**src/rtl/ef_sms_enc8.sv**
```systemverilog
// ef_sms_enc8 -- 8-bit segmented mismatch-shaping encoder for the smsdac8 DAC.
//
// The code splits into a 3-bit MSB segment, steered through a 3-level tree of
// switching blocks onto 8 equal-weight (32 LSB) unit elements, and a 5-bit
// binary LSB segment carried alongside it. One tree level per pipeline stage.
//
// Build option: define EF_SMS_SHAPING_EN for first-order mismatch shaping
// (per-block accumulator state). Left undefined, each block randomises odd
// splits from its random bit alone (plain DEM); timing is identical.
//
// Ports (ef_sms_enc8):
//   i_clk    in   1   clock
//   i_rst_b  in   1   asynchronous active-low reset
//   i_en     in   1   sample enable; all state holds while low
//   i_code   in   8   unsigned DAC code
//   i_r      in  11   random bits; [6:0] used, [10:7] ignored
//   o_msb    out  8   unit-element enables, weight 32 each
//   o_lsb    out  5   binary LSB bits, delay-matched to o_msb
//   o_valid  out  1   high once 3 enabled samples have entered since reset
//
// Ports (ef_sms_sb, one switching block):
//   clk_i, rst_b_i, en_i   accumulator clocking (shaping build only)
//   v_i    in  WI   block input value
//   r_i    in   1   random bit for odd splits
//   top_o  out WO   (v+s)/2, drives the higher-index half
//   bot_o  out WO   (v-s)/2, drives the lower-index half

// Switching block: splits v into top/bot, differing by at most one.
module ef_sms_sb #(
   parameter int unsigned WI = 3,
   parameter int unsigned WO = 3
) (
`ifdef EF_SMS_SHAPING_EN
   input  logic          clk_i,
   input  logic          rst_b_i,
   input  logic          en_i,
`endif
   input  logic [WI-1:0] v_i,
   input  logic          r_i,
   output logic [WO-1:0] top_o,
   output logic [WO-1:0] bot_o
);

   logic          odd_c;
   logic          pos_c;    // 1: s = +1 (extra unit to top), 0: s = -1
   logic [WI-2:0] half_c;

   assign odd_c  = v_i[0];
   assign half_c = v_i[WI-1:1];

`ifdef EF_SMS_SHAPING_EN
   // acc encoding: 00 = 0, 01 = +1, 11 = -1 (two's complement)
   localparam logic [1:0] ACC_ZERO = 2'b00;
   localparam logic [1:0] ACC_POS  = 2'b01;
   localparam logic [1:0] ACC_NEG  = 2'b11;

   logic [1:0] acc_q;
   logic [1:0] acc_d;

   // Nonzero acc forces s = -acc, so acc always returns to 0 on the next odd sample.
   always_comb begin
      acc_d = acc_q;
      pos_c = (acc_q == ACC_ZERO) ? r_i : acc_q[1];
      if (odd_c) begin
         acc_d = (acc_q == ACC_ZERO) ? (r_i ? ACC_POS : ACC_NEG) : ACC_ZERO;
      end
   end

   always_ff @(posedge clk_i or negedge rst_b_i) begin
      if (!rst_b_i) begin
         acc_q <= ACC_ZERO;
      end else if (en_i) begin
         acc_q <= acc_d;
      end
   end
`else
   assign pos_c = r_i;
`endif

   assign top_o = WO'(half_c) + WO'(odd_c & pos_c);
   assign bot_o = WO'(half_c) + WO'(odd_c & ~pos_c);

endmodule

// Encoder top: 3-stage tree pipeline with delay-matched LSB path.
module ef_sms_enc8 (
   input  logic        i_clk,
   input  logic        i_rst_b,
   input  logic        i_en,
   input  logic [7:0]  i_code,
   input  logic [10:0] i_r,
   output logic [7:0]  o_msb,
   output logic [4:0]  o_lsb,
   output logic        o_valid
);

   localparam int unsigned L1_W  = 3;   // L1 outputs span 0..4
   localparam int unsigned L2_W  = 2;   // L2 outputs span 0..2
   localparam int unsigned LSB_W = 5;

   logic [L1_W-1:0]       l1_top_d, l1_bot_d;
   logic [L1_W-1:0]       s1_top_q, s1_bot_q;
   logic [LSB_W-1:0]      s1_lsb_q;

   // Quarter order: [3] = hi.top (elements 7,6) ... [0] = lo.bot (elements 1,0)
   logic [3:0][L2_W-1:0]  s2_d;
   logic [3:0][L2_W-1:0]  s2_q;
   logic [LSB_W-1:0]      s2_lsb_q;

   logic [7:0]            msb_d;
   logic [7:0]            msb_q;
   logic [LSB_W-1:0]      lsb_q;
   logic [2:0]            vld_q;

   logic                  unused_r;
   assign unused_r = ^i_r[10:7];

   // Level 1: MSB segment into upper/lower halves.
   ef_sms_sb #(.WI(L1_W), .WO(L1_W)) u_sb_l1 (
`ifdef EF_SMS_SHAPING_EN
      .clk_i   (i_clk),
      .rst_b_i (i_rst_b),
      .en_i    (i_en),
`endif
      .v_i     (i_code[7:5]),
      .r_i     (i_r[0]),
      .top_o   (l1_top_d),
      .bot_o   (l1_bot_d)
   );

   // Level 2: each half into quarters.
   ef_sms_sb #(.WI(L1_W), .WO(L2_W)) u_sb_l2_hi (
`ifdef EF_SMS_SHAPING_EN
      .clk_i   (i_clk),
      .rst_b_i (i_rst_b),
      .en_i    (i_en),
`endif
      .v_i     (s1_top_q),
      .r_i     (i_r[2]),
      .top_o   (s2_d[3]),
      .bot_o   (s2_d[2])
   );

   ef_sms_sb #(.WI(L1_W), .WO(L2_W)) u_sb_l2_lo (
`ifdef EF_SMS_SHAPING_EN
      .clk_i   (i_clk),
      .rst_b_i (i_rst_b),
      .en_i    (i_en),
`endif
      .v_i     (s1_bot_q),
      .r_i     (i_r[1]),
      .top_o   (s2_d[1]),
      .bot_o   (s2_d[0])
   );

   // Level 3: quarter j onto element pair {2j+1, 2j}.
   for (genvar j = 0; j < 4; j++) begin : g_l3
      ef_sms_sb #(.WI(L2_W), .WO(1)) u_sb_l3 (
`ifdef EF_SMS_SHAPING_EN
         .clk_i   (i_clk),
         .rst_b_i (i_rst_b),
         .en_i    (i_en),
`endif
         .v_i     (s2_q[j]),
         .r_i     (i_r[3+j]),
         .top_o   (msb_d[2*j+1]),
         .bot_o   (msb_d[2*j])
      );
   end

   // Pipeline registers, advancing only on enabled edges.
   always_ff @(posedge i_clk or negedge i_rst_b) begin
      if (!i_rst_b) begin
         s1_top_q <= '0;
         s1_bot_q <= '0;
         s1_lsb_q <= '0;
         s2_q     <= '0;
         s2_lsb_q <= '0;
         msb_q    <= '0;
         lsb_q    <= '0;
         vld_q    <= '0;
      end else if (i_en) begin
         s1_top_q <= l1_top_d;
         s1_bot_q <= l1_bot_d;
         s1_lsb_q <= i_code[4:0];
         s2_q     <= s2_d;
         s2_lsb_q <= s1_lsb_q;
         msb_q    <= msb_d;
         lsb_q    <= s2_lsb_q;
         vld_q    <= {vld_q[1:0], 1'b1};
      end
   end

   assign o_msb   = msb_q;
   assign o_lsb   = lsb_q;
   assign o_valid = vld_q[2];

endmodule
```
**config.mk**
```make
export PLATFORM = sky130hd
export DESIGN_NAME = ef_sms_enc8
export DESIGN_NICKNAME = d
export VERILOG_FILES = /design/src/rtl/ef_sms_enc8.sv
export SDC_FILE = /design/constraint.sdc
export NUM_CORES = 1
export LEC_CHECK = 0
export ABC_AREA = 1
export CORE_MARGIN = 4
export CORE_UTILIZATION = 50
export CTS_CLUSTER_SIZE = 10
export DETAILED_ROUTE_END_ITERATION = 10
export GPL_ROUTABILITY_DRIVEN = 0
export HOLD_SLACK_MARGIN = 0.05
export PLACE_DENSITY = 0.76
export SLEW_MARGIN = 20
export SYNTH_ARGS = -nofsm -noshare
export SYNTH_HDL_FRONTEND = slang
export SYNTH_SLANG_ARGS = --single-unit
```
**constraint.sdc**
```tcl
create_clock -name i_clk -period 1.49 [get_ports i_clk]
set_input_delay 0.149 -clock i_clk [delete_from_list [all_inputs] [get_ports i_clk]]
set_output_delay 0.149 -clock i_clk [all_outputs]
set_load 0.005 [all_outputs]
```
==> results by group <==
CTS
  – Clock Latency Late Sink: 0.33 ns
  – CTS tree: yes
  – Root buf cell: clkbuf_4
  – Setup Fix Bufs, Post-CTS: 0
  – CTS Hold Bufs: 1
  – Worst-path clk slew: between 0.1 and 0.15 ns
  – CTS max path bufs: 2
  – Cts repair resizes: 0
  – CTS Sinks: 40
  – Total CTS buffers: 5
  – H-tree Lvls: 2

Global route
  – Largest net degree at the start of global routing: 38
  – Gr usage total: between 10% and 20%
  – Number of global-route vias before repair: approximately 1,500
  – Initial antenna violation count: 0
  – Overflow left after global routing: 0
  – First-pass GRT wire length: slightly below 6000 um

Yosys
  – Post-Syn Area: 1820 sq um
  – Syn. warnings: 0
  – Syn Nets: between 200 and 300
  – Synthesized flop and latch total: 40
  – Cells after Synth: 220
  – Syn avg cell area: 8.28 sq um
  – Sequential fraction of the synthesis area: between 50% and 60%
  – Yosys cell types: 12

Place
  – Post-Place Cells: slightly below 300
  – Port Buffers: 31
  – Post-DP HPWL: approximately 2400 um

Floorplanning
  – Die Wd: between 60 and 70 um
  – IO Count: 36
  – Core box area: around 3400 sq um
  – Initial Util: 53.3%
  – Chip height: 68.4 um
  – Core Rows: 21
  – Total die area: 4670 sq um

Timing
  – Hold Violations, Final: 0
  – Worst slew pin tran: between 0.4 and 0.5 ns
  – Clock Skews: 0.00392 ns
  – Final Critical Period: roughly 1.3 ns
  – Slew Limit Fails: 0
  – Setup TNS: 0 ns
  – Final worst-path cycle share: between 90% and 100%
  – FMAX: between 700 and 800 MHz
  – Max-slew headroom: 71.6%
  – Setup violators final: 0
  – RSZ-0062 raised after global routing: false

Worst setup path
  – CP Data Required Time: 1.34 ns
  – Delay of the slowest critical-path stage: approximately 0.5 ns
  – Critical path peak fanout: 2
  – CP Launch Type: flop
  – Worst path buffer plus inverter count: 1
  – Critical path's slowest cell: clkdlybuf4s50_1
  – Critical path arrival: 1.20 ns
  – Crit path kind: flop to output port
  – Crit-path cells: clkdlybuf4s50_1
  – Crit path launch: o_lsb[4]
  – CP Capture Type: output port
  – R2r startpoint: s1_top_q[0]
  – CP top delay family: buffers and inverters

Cells and area
  – Fin nets: ~290
  – Commonest non-fill, non-tap cell in the layout: nand2_1
  – Post-Layout Cell Count: between 300 and 400
  – P&R area growth vs syn: 24.1%
  – Final-layout fill cell count: just over 300
  – Most frequent cells in the layout: nand2_1 (96), dfrtp_1 (40), clkdlybuf4s50_1 (30)
  – Diodes inserted: 0
  – Layout cells sized above 1: 5.06%

Routing
  – Vias per inst: around 4.7
  – Detailed-route wire length per cell: roughly 10 um
  – Detailed-route DRC error count: 0
  – Metal2 WL: roughly 1500 um
  – WL final: approximately 3200 um
  – Detail Route met3 WL: about 140 um
  – DR vias: 1,434
  – Drt pass-1 iters: 4
  – Met1 Routed Length: roughly 1400 um
  – Highest metal used: met4
  – Post-DRT Antenna Nets: 0
  – Initial DRC count: 71

Flow run
  – MaxCap Viol Count: 0

Outcome
  – Status: completed

Power
  – LEAKAGE: 0.00119 uW
  – Pwr Density: approximately 1000 nW/um^2
  – VDD IR max: slightly below 0.8 mV

Min path
  – Class of the worst hold path: input port to async pin
[kinds of logic (layout without fill, tap and decap cells)]
group | Yosys count | count (layout) | synth area share (%)
fa+ha+maj | 8 | 8 | 5.49
simple gates | 120 | 120 | 26.2
buf+inv | 34 | 71 | 8.38
flops | 40 | 40 | 54.9
compound gates | 18 | 18 | 4.95
[synthesized netlist by cell type]
library cell | count | area (sq um)
nand3_1 | 20 | 100
inv_1 | 26 | 97.6
buf_6 | 2 | 22.5
ha_1 | 8 | 100
o21ai_0 | 14 | 70.1
dfrtp_1 | 40 | 1000
buf_2 | 5 | 25.0
nand2_1 | 96 | 360
nor2_1 | 3 | 11.3
buf_4 | 1 | 7.51
o21ai_1 | 4 | 20.0
or2_2 | 1 | 6.26
[area by class of cell]
type	instances	area (sq um)	share of cell area, %
multi-input cells	146	668	29.6
well taps	46	57.6	2.55
inverters	26	97.6	4.32
flip-flops and latches	40	1000	44.3
clock buffers	8	58.8	2.60
repair buffers	37	378	16.7
[routing by layer]
metal,global-route usage (%),vias to the layer above
li1,-,754
met1,20.0,650
met2,29.7,25
met3,4.11,5
met4,6.70,0
met5,0,-
[state kept, by name, summed over array words and instances, names as in the netlist]
register	cells
o_msb	8
s2_q	8
o_lsb	5
s1_lsb_q	5
s2_lsb_q	5
s1_bot_q	3
s1_top_q	3
vld_q	3
[per-stage QoR]
step | setup WS (ns) | util, % | instance area (sq um) | total power (uW) | hold slack [ns]
5_1_grt | 0.0697 | 66.2 | 2260 | 2480 | 0.310
4_1_cts | 0.121 | 66.2 | 2260 | 2340 | 0.281
2_1_floorplan | 0.545 | - | 1820 | 1530 | -0.147
3_5_place_dp | 0.150 | 64.2 | 2190 | 1790 | 0.116
3_3_place_gp | 0.163 | 64.2 | 2190 | 1760 | 0.116
6_report | 0.142 | 66.2 | 2260 | 2310 | 0.286
[power by group]
group | leakage (uW) | total, uW | internal [uW] | switching [uW]
clock network | 0.0000326 | 558 | 233 | 325
registers | 0.000500 | 1300 | 1220 | 83.9
logic | 0.000659 | 454 | 246 | 207
[final timing paths]
kind	end	slack, ns	cells past startpoint
worst max-delay path	o_lsb[4]	0.14	1
worst min-delay path	s1_lsb_q[3]	0.29	2
worst max register to register	s2_q[5]	0.44	7
worst min register to register	vld_q[0]	0.48	1
max in group asynchronous	o_msb[1]	0.75	3
min in group i_clk	s1_lsb_q[1]	0.34	3
(Power assumes the default switching activity.)
